===== src/rtl/fetch_pkt_queue_if.sv =====
// fetch_pkt_queue_if: request/response/decode handshake bundle for fetch_pkt_queue
interface fetch_pkt_queue_if #(parameter int FETCH_W = 2, DEPTH = 4, EPOCH_W = 2);
  logic flush, req_valid, req_fire, hold_req, hold_ack;
  logic [EPOCH_W-1:0] req_epoch, rsp_epoch;
  logic rsp_valid, rsp_taken, rsp_excp_flag;
  logic [31:0] rsp_pc, rsp_pc_next, rsp_badv;
  logic [32*FETCH_W-1:0] rsp_inst, out_inst;
  logic [6:0] rsp_excp, out_excp;
  logic out_valid, out_ready, out_taken, out_excp_flag;
  logic [31:0] out_pc, out_pc_next, out_badv;
  logic [FETCH_W-1:0] out_mask;
  logic [$clog2(DEPTH):0] count;
  modport master (
    output flush, req_fire, hold_req, rsp_valid, rsp_epoch, rsp_pc, rsp_pc_next, rsp_taken,
           rsp_inst, rsp_excp, rsp_excp_flag, rsp_badv, out_ready,
    input  req_valid, req_epoch, hold_ack, out_valid, out_pc, out_pc_next, out_taken,
           out_inst, out_mask, out_excp, out_excp_flag, out_badv, count
  );
  modport slave (
    input  flush, req_fire, hold_req, rsp_valid, rsp_epoch, rsp_pc, rsp_pc_next, rsp_taken,
           rsp_inst, rsp_excp, rsp_excp_flag, rsp_badv, out_ready,
    output req_valid, req_epoch, hold_ack, out_valid, out_pc, out_pc_next, out_taken,
           out_inst, out_mask, out_excp, out_excp_flag, out_badv, count
  );
endinterface


===== src/rtl/fetch_pkt_queue.sv =====
// fetch_pkt_queue: credit-gated, epoch-tagged fetch packet ring buffer with lane compaction and drain/hold
// Define FPQ_BYPASS_EN to present a matching response combinationally when the queue is empty.
module fetch_pkt_queue #(
  parameter int FETCH_W = 2,
  parameter int DEPTH = 4,
  parameter int MAX_INFLIGHT = 4,
  parameter int EPOCH_W = 2
) (
  input logic clk,
  input logic rst,
  fetch_pkt_queue_if.slave bus
);
  localparam logic [31:0] NOP = 32'h0340_0000;
  localparam int AW = $clog2(DEPTH);
  localparam int CW = AW + 1;
  localparam int IW = $clog2(MAX_INFLIGHT + 1);
  localparam int OW = FETCH_W > 1 ? $clog2(FETCH_W) : 1;
  typedef struct packed {
    logic [31:0] pc, pc_next;
    logic taken;
    logic [32*FETCH_W-1:0] inst;
    logic [FETCH_W-1:0] mask;
    logic [6:0] excp;
    logic excp_flag;
    logic [31:0] badv;
  } pkt_t;
  typedef enum logic [1:0] {RUN, DRAIN, HOLD} state_t;
  pkt_t mem [DEPTH];
  pkt_t rsp_pkt, head;
  logic [AW-1:0] wr_ptr, rd_ptr;
  logic [CW-1:0] count;
  logic [IW-1:0] inflight, inflight_nxt;
  logic [EPOCH_W-1:0] epoch;
  logic [OW-1:0] off;
  logic match, bypass, pop, wr;
  state_t state, state_nxt;
  // lane 0 of the stored packet is the instruction at the fetch PC
  always_comb begin
    rsp_pkt = '0;
    off = FETCH_W > 1 ? bus.rsp_pc[2 +: OW] : '0;
    rsp_pkt.pc = bus.rsp_pc;
    rsp_pkt.pc_next = bus.rsp_pc_next;
    rsp_pkt.taken = bus.rsp_taken;
    rsp_pkt.excp = bus.rsp_excp;
    rsp_pkt.excp_flag = bus.rsp_excp_flag;
    rsp_pkt.badv = bus.rsp_badv;
    for (int i = 0; i < FETCH_W; i++) begin
      rsp_pkt.inst[32*i +: 32] = i + int'(off) < FETCH_W ? bus.rsp_inst[32*((i + int'(off)) % FETCH_W) +: 32] : NOP;
      rsp_pkt.mask[i] = bus.rsp_excp_flag ? i == 0 : i + int'(off) < FETCH_W;
    end
  end
  always_comb begin
    match = !rst && bus.rsp_valid && bus.rsp_epoch == epoch && !bus.flush;
`ifdef FPQ_BYPASS_EN
    bypass = match && count == '0 && bus.out_ready;
`else
    bypass = 1'b0;
`endif
    pop = count != '0 && bus.out_ready;
    wr = match && !bypass && (count != CW'(DEPTH) || pop);
    inflight_nxt = inflight + IW'(bus.req_fire) - IW'(bus.rsp_valid && inflight != '0);
  end
  always_ff @(posedge clk) begin
    if (rst) begin
      wr_ptr <= '0;
      rd_ptr <= '0;
      count <= '0;
      inflight <= '0;
      epoch <= '0;
    end else begin
      inflight <= inflight_nxt;
      if (bus.flush) begin
        wr_ptr <= '0;
        rd_ptr <= '0;
        count <= '0;
        epoch <= epoch + 1'b1;
      end else begin
        if (wr) wr_ptr <= wr_ptr + 1'b1;
        if (pop) rd_ptr <= rd_ptr + 1'b1;
        count <= count + CW'(wr) - CW'(pop);
      end
    end
  end
  always_ff @(posedge clk) if (wr) mem[wr_ptr] <= rsp_pkt;
  always_ff @(posedge clk) state <= rst ? RUN : state_nxt;
  always_comb begin
    state_nxt = state == RUN ? (bus.hold_req ? DRAIN : RUN)
              : state == DRAIN ? (!bus.hold_req ? RUN : inflight_nxt == '0 ? HOLD : DRAIN)
              : (bus.hold_req ? HOLD : RUN);
  end
  always_comb begin
    bus.req_valid = !rst && state == RUN && !bus.flush
                    && 32'(count) + 32'(inflight) < DEPTH && 32'(inflight) < MAX_INFLIGHT;
    bus.hold_ack = state == HOLD;
    bus.req_epoch = epoch;
    bus.count = count;
    head = bypass ? rsp_pkt : mem[rd_ptr];
    bus.out_valid = count != '0 || bypass;
    bus.out_pc = bus.out_valid ? head.pc : '0;
    bus.out_pc_next = bus.out_valid ? head.pc_next : '0;
    bus.out_taken = bus.out_valid && head.taken;
    bus.out_inst = bus.out_valid ? head.inst : {FETCH_W{NOP}};
    bus.out_mask = bus.out_valid ? head.mask : '0;
    bus.out_excp = bus.out_valid ? head.excp : '0;
    bus.out_excp_flag = bus.out_valid && head.excp_flag;
    bus.out_badv = bus.out_valid ? head.badv : '0;
  end
  always_ff @(posedge clk) begin
    if (!rst) begin
      a_rsp_idle: assert (!(bus.rsp_valid && inflight == '0));
      a_push_full: assert (!(match && !bypass && count == CW'(DEPTH) && !pop));
    end
  end
endmodule


===== src/flat_wrapper.sv =====
// flat-port wrapper written by rule: the top's interface ports become plain ports
module fetch_pkt_queue_flat 
#(
  parameter int FETCH_W = 2,
  parameter int DEPTH = 4,
  parameter int MAX_INFLIGHT = 4,
  parameter int EPOCH_W = 2
)
  (clk, rst, bus_flush, bus_req_fire, bus_hold_req, bus_rsp_valid, bus_rsp_epoch, bus_rsp_pc, bus_rsp_pc_next, bus_rsp_taken, bus_rsp_inst, bus_rsp_excp, bus_rsp_excp_flag, bus_rsp_badv, bus_out_ready, bus_req_valid, bus_req_epoch, bus_hold_ack, bus_out_valid, bus_out_pc, bus_out_pc_next, bus_out_taken, bus_out_inst, bus_out_mask, bus_out_excp, bus_out_excp_flag, bus_out_badv, bus_count);
  fetch_pkt_queue_if #(.FETCH_W(FETCH_W), .DEPTH(DEPTH), .EPOCH_W(EPOCH_W)) bus_i ();
  input logic clk;
  input logic rst;
  input wire logic [$bits(bus_i.flush)-1:0] bus_flush;
  input wire logic [$bits(bus_i.req_fire)-1:0] bus_req_fire;
  input wire logic [$bits(bus_i.hold_req)-1:0] bus_hold_req;
  input wire logic [$bits(bus_i.rsp_valid)-1:0] bus_rsp_valid;
  input wire logic [$bits(bus_i.rsp_epoch)-1:0] bus_rsp_epoch;
  input wire logic [$bits(bus_i.rsp_pc)-1:0] bus_rsp_pc;
  input wire logic [$bits(bus_i.rsp_pc_next)-1:0] bus_rsp_pc_next;
  input wire logic [$bits(bus_i.rsp_taken)-1:0] bus_rsp_taken;
  input wire logic [$bits(bus_i.rsp_inst)-1:0] bus_rsp_inst;
  input wire logic [$bits(bus_i.rsp_excp)-1:0] bus_rsp_excp;
  input wire logic [$bits(bus_i.rsp_excp_flag)-1:0] bus_rsp_excp_flag;
  input wire logic [$bits(bus_i.rsp_badv)-1:0] bus_rsp_badv;
  input wire logic [$bits(bus_i.out_ready)-1:0] bus_out_ready;
  output wire logic [$bits(bus_i.req_valid)-1:0] bus_req_valid;
  output wire logic [$bits(bus_i.req_epoch)-1:0] bus_req_epoch;
  output wire logic [$bits(bus_i.hold_ack)-1:0] bus_hold_ack;
  output wire logic [$bits(bus_i.out_valid)-1:0] bus_out_valid;
  output wire logic [$bits(bus_i.out_pc)-1:0] bus_out_pc;
  output wire logic [$bits(bus_i.out_pc_next)-1:0] bus_out_pc_next;
  output wire logic [$bits(bus_i.out_taken)-1:0] bus_out_taken;
  output wire logic [$bits(bus_i.out_inst)-1:0] bus_out_inst;
  output wire logic [$bits(bus_i.out_mask)-1:0] bus_out_mask;
  output wire logic [$bits(bus_i.out_excp)-1:0] bus_out_excp;
  output wire logic [$bits(bus_i.out_excp_flag)-1:0] bus_out_excp_flag;
  output wire logic [$bits(bus_i.out_badv)-1:0] bus_out_badv;
  output wire logic [$bits(bus_i.count)-1:0] bus_count;
  assign bus_i.flush = bus_flush;
  assign bus_i.req_fire = bus_req_fire;
  assign bus_i.hold_req = bus_hold_req;
  assign bus_i.rsp_valid = bus_rsp_valid;
  assign bus_i.rsp_epoch = bus_rsp_epoch;
  assign bus_i.rsp_pc = bus_rsp_pc;
  assign bus_i.rsp_pc_next = bus_rsp_pc_next;
  assign bus_i.rsp_taken = bus_rsp_taken;
  assign bus_i.rsp_inst = bus_rsp_inst;
  assign bus_i.rsp_excp = bus_rsp_excp;
  assign bus_i.rsp_excp_flag = bus_rsp_excp_flag;
  assign bus_i.rsp_badv = bus_rsp_badv;
  assign bus_i.out_ready = bus_out_ready;
  assign bus_req_valid = bus_i.req_valid;
  assign bus_req_epoch = bus_i.req_epoch;
  assign bus_hold_ack = bus_i.hold_ack;
  assign bus_out_valid = bus_i.out_valid;
  assign bus_out_pc = bus_i.out_pc;
  assign bus_out_pc_next = bus_i.out_pc_next;
  assign bus_out_taken = bus_i.out_taken;
  assign bus_out_inst = bus_i.out_inst;
  assign bus_out_mask = bus_i.out_mask;
  assign bus_out_excp = bus_i.out_excp;
  assign bus_out_excp_flag = bus_i.out_excp_flag;
  assign bus_out_badv = bus_i.out_badv;
  assign bus_count = bus_i.count;
  fetch_pkt_queue #(.FETCH_W(FETCH_W), .DEPTH(DEPTH), .MAX_INFLIGHT(MAX_INFLIGHT), .EPOCH_W(EPOCH_W)) u_core (.clk(clk), .rst(rst), .bus(bus_i));
endmodule

===== config.mk =====
export PLATFORM = sky130hd
export DESIGN_NAME = fetch_pkt_queue_flat
export DESIGN_NICKNAME = d
export VERILOG_FILES = /design/src/rtl/fetch_pkt_queue_if.sv /design/src/rtl/fetch_pkt_queue.sv /design/src/flat_wrapper.sv
export SDC_FILE = /design/constraint.sdc
export NUM_CORES = 1
export LEC_CHECK = 0
export BUFFER_PORTS_ARGS = -buffer_cell sky130_fd_sc_hd__clkbuf_2
export CORE_UTILIZATION = 29
export CTS_BUF_LIST = sky130_fd_sc_hd__clkbuf_16
export CTS_CLUSTER_SIZE = 30
export DETAILED_ROUTE_END_ITERATION = 12
export HOLD_SLACK_MARGIN = 0.1
export PLACE_DENSITY = 0.56
export SYNTH_ARGS = -nofsm -noshare
export SYNTH_HDL_FRONTEND = slang
export SYNTH_SLANG_ARGS = --single-unit

===== constraint.sdc =====
create_clock -name clk -period 6.6 [get_ports clk]
set_clock_uncertainty 0.1 [all_clocks]
set_input_delay 0.99 -clock clk [delete_from_list [all_inputs] [get_ports clk]]
set_output_delay 0.99 -clock clk [all_outputs]
set_load 0.02 [all_outputs]

=== After elaboration in Yosys (flattened, before gate mapping) ===
Memories as Yosys holds them, arrays and structs flattened. A register that Yosys moved wholly into a read port is not among the register bits.
Index checks and enable logic that the tools add are counted.
Widths: inputs -> output; s select.

* Register bits: 14
* Output and inout bits: 179
* Memories: 1
* Memory bits (writable): 684
* Input port bits: 178

* Reductions and logical operators: 20
* Equal/unequal tests: 4
* Add/sub/neg operators: 9
* Order comparisons: 4
* Bitwise gates (word level): 1
* Shift operators: 2
* Multiplexer cells: 20

{| class="wikitable"
|+ Memory list
! name !! words !! width !! read ports !! clocked after Yosys merged registers in !! wr ports !! line !! source
|-
| u_core.mem || 4 || 171 || 1 || 1 || 1 || fetch_pkt_queue.sv:28 || <nowiki>pkt_t mem [DEPTH];</nowiki>
|}

{| class="wikitable"
|+ Operator list
! operator !! count
|-
| $mux 32 || 5
|-
| $shiftx 64x7->32 || 2
|-
| $lt 32x3->1 const B || 2
|-
| $mux 64 || 1
|-
| $mux 2 || 8
|-
| $logic_and 1x1->1 || 12
|-
| $mux 7 || 1
|-
| $add 2x1->2 const B || 3
|-
| $add 3x1->3 || 2
|-
| $reduce_bool 3->1 || 2
|-
| $sub 3x1->3 || 2
|-
| $mux 1 || 5
|-
| $add 3x3->4 || 1
|-
| $logic_not 3->1 || 1
|-
| $lt 3x3->1 const B || 1
|-
| $ne 3x3->1 const B || 1
|-
| $add 1x1->2 const A || 1
|-
| $eq 2x1->1 const B || 1
|-
| $eq 2x2->1 || 1
|-
| $eq 2x2->1 const B || 1
|-
| $logic_not 1->1 || 2
|-
| $logic_not 2->1 || 1
|-
| $lt 1x2->1 const B || 1
|-
| $reduce_or 2->1 || 1
|-
| other kinds (2) || 2
|}

=== Logic depth before layout (Yosys ltp) ===
Gate-level depths: netlist (run 1).

* Depth in word-level cells: 8
* Depth in mapped cells: 9

=== Worst setup path before layout (run 1) ===
No wires, ideal clock.

* Kind: input -> register
* From: input port bus_flush
* To: memory u_core.mem[1][0] (netlist name), enable pin
* Setup time: 551 ps
* Slack: 204 ps
* Path buffers: 1
* Arrival time: 5746 ps
* Stages on the path: 4
* Cell sequence: buf_6 > or3b_1 > nor4_4 > and2_1

* Word-level cells in the longest chain between the ends: 5

{| class="wikitable"
|+ Ends and longest elaborated chain
! what !! line !! source
|-
| start, declared || flat_wrapper.sv:13 || <nowiki>input wire logic [$bits(bus_i.flush)-1:0] bus_flush;</nowiki>
|-
| $logic_not 1->1 || fetch_pkt_queue.sv:53 || <nowiki>match = !rst && bus.rsp_valid && bus.rsp_epoch == epoch && !bus.flush;</nowiki>
|-
| $logic_and 1x1->1 || fetch_pkt_queue.sv:53 ||
|-
| $logic_and 1x1->1 || fetch_pkt_queue.sv:60 || <nowiki>wr = match && !bypass && (count != CW'(DEPTH) || pop);</nowiki>
|-
| $mux 1 || fetch_pkt_queue.sv:84 || <nowiki>always_ff @(posedge clk) if (wr) mem[wr_ptr] <= rsp_pkt;</nowiki>
|-
| $mux 1 (implied by the code) || fetch_pkt_queue.sv:84 ||
|-
| end, declared || fetch_pkt_queue.sv:28 ||
|}

No other way between the ends.

=== Final worst setup path (run 1) ===
* From: register u_core.count[1] (netlist: u_core.bus.count[1])
* To: output port bus_out_inst[12]

* Word-level cells in the longest chain between the ends: 2

{| class="wikitable"
|+ Ends and longest elaborated chain
! what !! line !! source
|-
| start, declared || fetch_pkt_queue.sv:31 || <nowiki>logic [CW-1:0] count;</nowiki>
|-
| start signal, assigned || fetch_pkt_queue.sv:80 || <nowiki>count <= count + CW'(wr) - CW'(pop);</nowiki>
|-
| $reduce_bool 3->1 || fetch_pkt_queue.sv:98 || <nowiki>bus.out_valid = count != '0 || bypass;</nowiki>
|-
| $mux 64 || fetch_pkt_queue.sv:102 || <nowiki>bus.out_inst = bus.out_valid ? head.inst : {FETCH_W{NOP}};</nowiki>
|-
| end, declared || flat_wrapper.sv:33 || <nowiki>output wire logic [$bits(bus_i.out_inst)-1:0] bus_out_inst;</nowiki>
|}

No other way between the ends.

==> flow_summary.json, run 1 <==
{
  "cts_tree": "done",
  "rsz0062_at_grt": "false",
  "finalSetupViolations": 0,
  "p_sw_share_pct": 20.3,
  "hold_viol": 0,
  "ys_ff_latch": 696,
  "avgSynthCellArea_um2": 21.9,
  "rows": 111,
  "synth_edf_count": 680,
  "cts_max_level": 3,
  "hold_path_class": "reg -> reg",
  "vias_per_cell": 4.49,
  "fmax_mhz": 242,
  "clk_path_buf_depth": 3,
  "grt_max_degree": 91,
  "yosysMostFrequentCell": "edfxtp_1",
  "yosysWarnings": 0,
  "cts.sink_count": 696,
  "grt_pass1_vias": 14000,
  "instances_no_fill": 2925,
  "reg2reg_to": "u_core.mem[3][100]$_DFFE_PP_",
  "relSlewSlack_pct": 38.7,
  "gp_congestion": 0.745,
  "clkSlewWorstSetupHoldPaths_ns": 0.06,
  "whs_ns": 0.403,
  "internal_power_mw": 7.57,
  "critPathKind": "reg -> out",
  "routedWlPerCell_um": 20.7,
  "endpoint_kind": "output port",
  "fin_ws_ns": 2.47,
  "clk_latency_ns": 0.60,
  "whs_path_depth": 1,
  "p_leak_nw": 11.0,
  "vdd_drop_max_uv": 212,
  "synth_ff_type": "edfxtp_1",
  "nNetsFinal": 1814,
  "worstPathMaxFanout": 90,
  "r2r_slack_ns": 3.49,
  "initial_utilization_pct": 29.4,
  "required_ns": 5.51,
  "final_util_pct": 35.7,
  "syn_area_mm2": 0.0271,
  "ant_nets": 0,
  "overflow": 0,
  "grt_pass1_wl_um": 88500,
  "crit_path_start_kind": "flop",
  "r2r_cells": 4,
  "fillers": 8673,
  "grt_usage_pct": 12.6,
  "comb_power_share_pct": 4.1,
  "status": "finished, final reports clean",
  "die_area_mm2": 0.0948,
  "r2r_start": "u_core.bus.count[1]$_SDFF_PP0_",
  "vias": 13100,
  "cts_buffers": 76,
  "ctsHoldBuffers": 0,
  "min_period_over_period_pct": 62.6,
  "core-area_mm2": 0.0922,
  "die_y_um": 308,
  "die_x_um": 308,
  "grt_antenna_before_repair": 8,
  "cts-root-buf": "clkbuf_16",
  "clkPwrFrac_pct": 44.3,
  "preCtsSetupSlack_ns": 2.60,
  "p_switching_mw": 1.93,
  "post_cts_buffers": 0,
  "drc": 0,
  "timing.final.max_slew_violations": 0,
  "synthTopCellsByCount": "680 x edfxtp_1, 170 x and2_1, 170 x mux4_2, 32 x mux2_2, 32 x nor2b_1",
  "maxCapViolCount": 0,
  "async_reset_ff_share_pct": 0,
  "pwr-share-seq_pct": 51.6,
  "syn-num-nets": 1428,
  "critPathCapture": "bus_out_inst[12]",
  "drive_gt1_share_pct": 42.0,
  "cts_resized": 0,
  "worst_slew_pin_slew_ns": 0.920,
  "numPortBuffers": 356,
  "tns_ns": 0,
  "placed_cells": 2789,
  "ios": 357,
  "wl_um": 60400,
  "synth.yosys.seq_area_share_pct": 76.5,
  "cp.arrival_ns": 3.04,
  "synth_cell_types": 34,
  "netlist_instances": 1238,
  "drt_iter0_markers": 735,
  "p_per_area_mw_per_mm2": 289,
  "min_period_ns": 4.13,
  "synth_top_area_share_pct": 75.3,
  "syn2layout_area_growth_pct": 21.2,
  "startpoint": "u_core.bus.count[1]$_SDFF_PP0_",
  "dp_hpwl_um": 35700,
  "synth_top_area_cell": "edfxtp_1",
  "first_pass_iters": 5,
  "synth_area_leaders": "edfxtp_1 75%, mux4_2 14%, and2_1 3.9%, mux2_2 1.3%, dfxtp_1 1.2%"
}
-- per-layer routing --
layer,global-route usage (%),wire [µm],vias to the layer above
met3,3.92,4350,83
li1,-,-,5774
met5,0,104,-
met2,20.7,29600,356
met1,16.1,25400,6906
met4,3.07,914,14
-- worst min-delay path by stage --
stage | startpoint | to | slack [ns]
finish | u_core.state[1]$_SDFF_PP0_ | u_core.state[0]$_SDFF_PP0_ | 0.40
CTS | u_core.state[1]$_SDFF_PP0_ | u_core.state[0]$_SDFF_PP0_ | 0.39
detailed placement | u_core.state[1]$_SDFF_PP0_ | u_core.state[0]$_SDFF_PP0_ | 0.38
floorplan | u_core.state[1]$_SDFF_PP0_ | u_core.state[0]$_SDFF_PP0_ | 0.33
global placement | u_core.state[1]$_SDFF_PP0_ | u_core.state[0]$_SDFF_PP0_ | 0.36
global route | u_core.state[1]$_SDFF_PP0_ | u_core.state[0]$_SDFF_PP0_ | 0.44
-- critical path, stage by stage (launching register included) --
cell,delay [ns]
dfxtp_1,0.54
nor3_2,0.08
buf_4,0.21
inv_4,0.66
buf_12,0.33
and2_1,0.25
clkbuf_2,0.19
-- per-stage QoR --
| stage | cell area, µm² | total power, mW |
|---|---|---|
| global placement | 30400 | 5.38 |
| finish | 32900 | 9.51 |
| global route | 32900 | 9.83 |
| detailed placement | 30400 | 5.40 |
| floorplan | 27100 | 5.22 |
| CTS | 32900 | 9.64 |
-- cell type report --
class                   count  area, µm²  area share (%)
flip-flops and latches    696      20700            63.1
multi-input cells         464       5970            18.2
repair buffers            374       2070            6.29
clock buffers              77       1930            5.86
well taps                1243       1560            4.73
clock inverters            58        566            1.72
inverters                  12       47.5           0.145
diodes                      1       2.50         0.00761
-- flip-flops by register name, summed over array words and instances, names as in the netlist, named ones only --
signal,cells
u_core.inflight,3
u_core.bus.req_epoch,2
u_core.bus.count,3
u_core.state,2
u_core.wr_ptr,2
u_core.mem,680
u_core.rd_ptr,2
-- layout by cell type, fill, tap and decap left out, types with 2 or more instances in the layout --
cell type | Yosys | final
and2_1 | 170 | 166
clkinvlp_4 | 0 | 4
edfxtp_1 | 680 | 680
clkinv_1 | 0 | 12
nor2_1 | 8 | 8
or2_2 | 9 | 9
mux2i_1 | 2 | 2
clkinv_2 | 0 | 13
buf_12 | 0 | 12
nor3_1 | 4 | 4
clkbuf_2 | 0 | 355
xor2_1 | 5 | 5
a31oi_1 | 2 | 2
fa_1 | 2 | 2
clkbuf_16 | 0 | 77
dfxtp_4 | 0 | 2
inv_1 | 12 | 22
mux2_2 | 32 | 32
buf_4 | 1 | 6
bufinv_16 | 0 | 10
dfxtp_1 | 16 | 14
inv_6 | 0 | 5
ha_1 | 10 | 10
xnor2_1 | 3 | 3
nand2_1 | 3 | 3
mux4_2 | 170 | 170
and2_4 | 0 | 4
nor2b_1 | 32 | 32
-- logic make-up (layout without fill, tap and decap cells) --
logic type | Yosys count | in the layout | share of synthesized area, %
adder cells (fa/ha/maj) | 12 | 12 | 0.609
flip-flops | 696 | 696 | 76.5
multiplexers | 204 | 204 | 15.5
AO/OA/AOI/OAI | 6 | 6 | 0.171
AND/OR/NAND/NOR | 233 | 233 | 5.34
other | 0 | 1 | 0
XOR/XNOR | 9 | 9 | 0.341
buffers and inverters | 78 | 521 | 1.57
-- power groups by stage --
stage	clock network, mW	registers (mW)	logic (mW)
after floorplan	0	5.00	0.218
after global routing	4.49	4.91	0.432
after global placement	0	5.00	0.384
final	4.21	4.91	0.393
after CTS	4.34	4.91	0.402
after detailed placement	0	5.00	0.400
Note: power is estimated with default switching activity, not from simulation.
==> run 2: changes to the inputs <==
- ABC_AREA: default -> 1
- PLACE_DENSITY: 0.56 -> 0.55
- clock period: 6.6 -> 4 ns (I/O delays scaled with it)
==> flow_summary.json, run 2 <==
{
  "status": "finished, final reports clean",
  "synth_top_area_cell": "edfxtp_1",
  "yosysWarnings": 0,
  "dp_hpwl_um": 42600,
  "critPathMaxStageDelay_ns": 0.49,
  "die_area_mm2": 0.0969,
  "clk_latency_ns": 0.62,
  "grt_pass1_vias": 18100,
  "multi_input_area_mm2": 0.00602,
  "cts_resized": 0,
  "largest_register_ff_count": 680,
  "p_leak_nw": 12.6,
  "fmax_mhz": 291,
  "worstPathMaxFanout": 78,
  "finalSetupViolations": 0,
  "initial_utilization_pct": 29.3,
  "yosysMostFrequentCell": "nor2_1",
  "critPathCapture": "bus_out_mask[1]",
  "routedWlPerCell_um": 18.1,
  "cp_cell_sequence": "inv_8 -> buf_4 -> o21ai_0 -> a21oi_1 -> clkbuf_2",
  "nNetsFinal": 2905,
  "worst_slew_pin_slew_ns": 0.938,
  "ys_ff_latch": 696,
  "final_common_cell": "nor2_1",
  "cts_tree": "done",
  "rsz0062_at_grt": "false",
  "whs_ns": 0.184,
  "final-seq-area_mm2": 0.0207,
  "fin_ws_ns": 0.561,
  "drive_gt1_share_pct": 19.2,
  "hold_path_class": "in -> reg",
  "rows": 113,
  "min_period_ns": 3.44,
  "worst_path_max_delay_cell": "dfxtp_4",
  "gp_congestion": 0.742,
  "synth.yosys.seq_area_share_pct": 74.7,
  "crit_path_start_kind": "flop",
  "preCtsSetupSlack_ns": 1.23,
  "avgSynthCellArea_um2": 12.3,
  "vdd_drop_max_uv": 302,
  "synth_top_area_share_pct": 73.6,
  "cp.arrival_ns": 2.74,
  "grt_antenna_before_repair": 5,
  "cts_buffers": 78,
  "synth_area_leaders": "edfxtp_1 74%, nor2_1 10%, o21ai_0 5.1%, a21oi_1 3.8%, dfxtp_1 1.2%",
  "syn2layout_area_growth_pct": 24.8,
  "netlist_instances": 2263,
  "core-area_mm2": 0.0949,
  "synth_edf_count": 680,
  "numPortBuffers": 356,
  "r2r_slack_ns": 1.63,
  "reg.largest.list": "u_core.mem x680, u_core.bus.count x3, u_core.inflight x3",
  "path_buf_inv": 3,
  "total_power_mw": 15.8,
  "required_ns": 3.30,
  "min_period_over_period_pct": 86.0,
  "ios": 357,
  "ant_nets": 0,
  "path_depth": 5,
  "die_x_um": 311,
  "ctsHoldBuffers": 106,
  "clk_path_buf_depth": 3,
  "r2r_start": "u_core.bus.count[1]$_SDFF_PP0_",
  "top_register": "u_core.mem",
  "cts_max_level": 3,
  "drc": 0,
  "synth_cell_types": 26,
  "vias": 18300,
  "synthTopCellsByCount": "737 x nor2_1, 680 x edfxtp_1, 285 x o21ai_0, 213 x a21oi_1, 62 x buf_2",
  "relSlewSlack_pct": 37.5,
  "p_per_area_mw_per_mm2": 456,
  "endpoint_kind": "output port",
  "r2r_cells": 8,
  "reg2reg_to": "u_core.mem[3][136]$_DFFE_PP_",
  "mostFrequentLayoutCells": "732 x nor2_1, 680 x edfxtp_1, 355 x clkbuf_2",
  "fillers": 9198,
  "cts.sink_count": 696,
  "clkSlewWorstSetupHoldPaths_ns": 0.06,
  "post_cts_buffers": 0,
  "first_pass_iters": 5,
  "async_reset_ff_share_pct": 0,
  "synth_ff_type": "edfxtp_1",
  "hold_viol": 0,
  "timing.final.max_slew_violations": 0,
  "overflow": 0,
  "path_delay_family": "buffers and inverters",
  "syn-num-nets": 2453,
  "cts-root-buf": "clkbuf_16",
  "grt_pass1_wl_um": 111000,
  "grt_usage_pct": 15.0,
  "wl_um": 73300,
  "maxCapViolCount": 0,
  "drt_iter0_markers": 1200,
  "grt_max_degree": 97,
  "critPathKind": "reg -> out",
  "syn_area_mm2": 0.0278,
  "die_y_um": 311,
  "vias_per_cell": 4.52
}
==> run 2: changes by cell type after synthesis, moves of 32 or more <==
cell / before / now
o21ai_1: 0 / 53
o21ai_0: 0 / 285
and2_1: 170 / 0
nand2_1: 3 / 48
buf_2: 19 / 62
nor2b_1: 32 / 0
nor2_1: 8 / 737
inv_1: 12 / 60
mux4_2: 170 / 0
a21oi_1: 0 / 213
==> run 2: how the worst min path moves through the flow <==
stage | from | to | slack [ns] | cells after the start
finish | bus_rsp_excp[6] | u_core.mem[2][39]$_DFFE_PP_ | 0.18 | 1
CTS | bus_rsp_excp[6] | u_core.mem[2][39]$_DFFE_PP_ | 0.12 | 1
detailed placement | u_core.rd_ptr[0]$_SDFFE_PP0P_ | u_core.rd_ptr[0]$_SDFFE_PP0P_ | 0.37 | 1
global route | bus_rsp_excp[6] | u_core.mem[2][39]$_DFFE_PP_ | 0.13 | 1
floorplan | u_core.rd_ptr[0]$_SDFFE_PP0P_ | flop | 0.35 | 1
global placement | u_core.rd_ptr[0]$_SDFFE_PP0P_ | u_core.rd_ptr[0]$_SDFFE_PP0P_ | 0.38 | 1
==> run 2: layout make-up <==
cell class,instances,share of cell area (%)
multi-input cells,1364,17.4
repair buffers,513,10.3
well taps,1265,4.57
clock inverters,59,1.42
flip-flops and latches,696,59.9
inverters,62,0.722
diodes,3,0.0217
clock buffers,79,5.71
==> run 2: report_power, final <==
group	switching, mW	internal (mW)
clock network	2.86	4.10
logic	0.478	0.280
registers	0.0236	8.06
total	3.36	12.4
==> run 2: through the flow <==
stage	std cells	area [µm²]	TNS [ns]	util, %
2_1_floorplan	2263	27800	-98.73	-
3_3_place_gp	3794	31100	0	32.8
3_5_place_dp	3794	31100	0	32.8
4_1_cts	4038	34600	0	36.5
5_1_grt	4039	34600	0	36.5
6_report	4041	34600	0	36.5
==> run 2: cell families (layout without fill, tap and decap cells) <==
family,count (synthesis),in the layout,synth area share [%]
adders and majority gates,12,12,0.595
AOI/OAI and AO/OA,552,552,9.96
and+or+nand+nor,795,795,10.8
DFF,696,696,74.7
other,0,3,0
buffers and inverters,203,713,3.70
muxes,3,3,0.122
xor gates and xnor gates,2,2,0.0631
==> run 2: worst reg2reg max path, delay by kind of cell, from the launching register on <==
| family | cells | cell delay, ns |
|---|---|---|
| buf+inv | 3 | 0.59 |
| flops | 1 | 0.42 |
| simple gates | 5 | 0.91 |
==> run 2: per-layer routing <==
layer / vias up / GRT usage (%) / wire (µm)
met4: 8 / 4.30 / 1590
li1: 8859 / - / -
met2: 434 / 24.4 / 34600
met5: - / 0 / 40
met3: 109 / 3.55 / 3990
met1: 8875 / 19.8 / 33100
==> run 3: changes to the inputs <==
- CORE_UTILIZATION: 29 -> 40
- CTS_BUF_LIST: sky130_fd_sc_hd__clkbuf_16 -> sky130_fd_sc_hd__clkbuf_8 sky130_fd_sc_hd__clkbuf_16
- PLACE_DENSITY: 0.55 -> 0.68
==> flow_summary.json, run 3 (same netlist as run 2, synthesis figures left out) <==
{
  "ant_nets": 0,
  "critPathKind": "reg -> out",
  "cts_tree": "done",
  "clk_path_buf_depth": 3,
  "cts.sink_count": 696,
  "cts-root-buf": "clkbuf_16",
  "mostFrequentLayoutCells": "732 x nor2_1, 680 x edfxtp_1, 355 x clkbuf_2",
  "die_x_um": 265,
  "ios": 357,
  "fillers": 5898,
  "crit_path_start_kind": "flop",
  "cts_buffers": 74,
  "total_power_mw": 15.4,
  "hold_path_class": "in -> reg",
  "overflow": 0,
  "numPortBuffers": 356,
  "wl_um": 69300,
  "endpoint_kind": "output port",
  "p_per_area_mw_per_mm2": 458,
  "timing.final.max_slew_violations": 0,
  "syn2layout_area_growth_pct": 21.3,
  "nNetsFinal": 2861,
  "die_area_mm2": 0.0704,
  "worst_slew_pin_slew_ns": 1.15,
  "finalInstanceArea_mm2": 0.0337,
  "routedWlPerCell_um": 18.9,
  "cp.arrival_ns": 2.67,
  "placed_cells": 3448,
  "p_leak_nw": 12.3,
  "grt_pass1_wl_um": 105000,
  "vdd_drop_max_uv": 440,
  "hold_viol": 0,
  "largest_register_ff_count": 680,
  "worstPathMaxFanout": 171,
  "initial_utilization_pct": 40.5,
  "post_cts_buffers": 0,
  "drc": 0,
  "instances_no_fill": 3659,
  "rsz0062_at_grt": "false",
  "core-area_mm2": 0.0686,
  "final-seq-area_mm2": 0.0207,
  "grt_antenna_before_repair": 5,
  "gp_congestion": 0.796,
  "fmax_mhz": 297,
  "required_ns": 3.30,
  "drt_iter0_markers": 1440,
  "finalSetupViolations": 0,
  "status": "finished, final reports clean",
  "clkSlewWorstSetupHoldPaths_ns": 0.06,
  "final_util_pct": 49.1,
  "drive_gt1_share_pct": 19.1,
  "maxCapViolCount": 0,
  "clk_latency_ns": 0.60,
  "reg.largest.list": "u_core.mem x680, u_core.bus.count x3, u_core.inflight x3",
  "cts_max_level": 3,
  "final_common_cell": "nor2_1",
  "grt_usage_pct": 19.2,
  "die_y_um": 265,
  "top_register": "u_core.mem",
  "min_period_ns": 3.37,
  "relSlewSlack_pct": 23.4,
  "multi_input_area_mm2": 0.00602,
  "dp_hpwl_um": 39400,
  "grt_max_degree": 172,
  "whs_ns": 0.134,
  "vias": 18600,
  "placed_cell_area_mm2": 0.0305,
  "min_period_over_period_pct": 84.3,
  "first_pass_iters": 7,
  "vias_per_cell": 5.08,
  "rows": 96,
  "grt_pass1_vias": 18900
}
run 3: cell types whose count changed in the layout (fill, tap and decap cells not counted), moves of 2 or more:
cell and change:
dlygate4sd3_1 -28, inv_1 -9, buf_4 -7, buf_12 -5, clkbuf_16 -5, bufinv_16 -2
clkinv_1 +2, clkinv_2 +2
run 3: final cells by class:
cell class | instances | area share [%]
Clock inverter | 55 | 1.37
Multi-Input combinational cell | 1364 | 17.9
Timing Repair Buffer | 473 | 9.31
Inverter | 62 | 0.744
Tap cell | 931 | 3.46
Clock buffer | 75 | 5.54
Antenna cell | 3 | 0.0223
Sequential cell | 696 | 61.7
run 3: worst max-delay path, cell delays in order, from the launching register on:
cell      delay (ns)
dfxtp_4         0.52
buf_12          0.52
nor2_1          0.11
nor2_1          0.10
o21ai_0         0.11
a21oi_1         0.25
clkbuf_2        0.21
run 3: per-stage QoR:
step / TNS [ns] / setup slack [ns]
final: 0 / 0.629
after global routing: 0 / 0.445
after CTS: 0 / 0.573
after detailed placement: 0 / 1.20
after global placement: 0 / 1.19
after floorplan: -98.73 / -0.164
run 3: timing repair:
item	in CTS	in global routing
gates resized for setup	0	0
hold endpoints to repair	296	0
hold buffers	78	0
run 3: metal layers:
metal | global-route usage [%] | share of wire (%) | vias to the layer above
li1 | - | - | 8778
met1 | 23.9 | 41 | 9068
met2 | 33.1 | 50 | 626
met3 | 4.34 | 7.2 | 107
met4 | 6.41 | 2.1 | 4
met5 | 0 | 0.048 | -
run 3: report_power, final:
group | internal (mW) | switching (mW)
logic | 0.257 | 0.467
clock network | 3.80 | 2.81
registers | 8.06 | 0.0246
run 3: path summary, 6_finish.rpt:
path | startpoint | to | slack, ns | cells after the start
max | flop | bus_out_inst[23] | 0.63 | 6
min | bus_rsp_badv[14] | u_core.mem[1][14]$_DFFE_PP_ | 0.13 | 1
max reg2reg | u_core.bus.count[1]$_SDFF_PP0_ | u_core.mem[2][110]$_DFFE_PP_ | 1.58 | 7
min reg2reg | u_core.rd_ptr[0]$_SDFFE_PP0P_ | u_core.rd_ptr[0]$_SDFFE_PP0P_ | 0.40 | 1
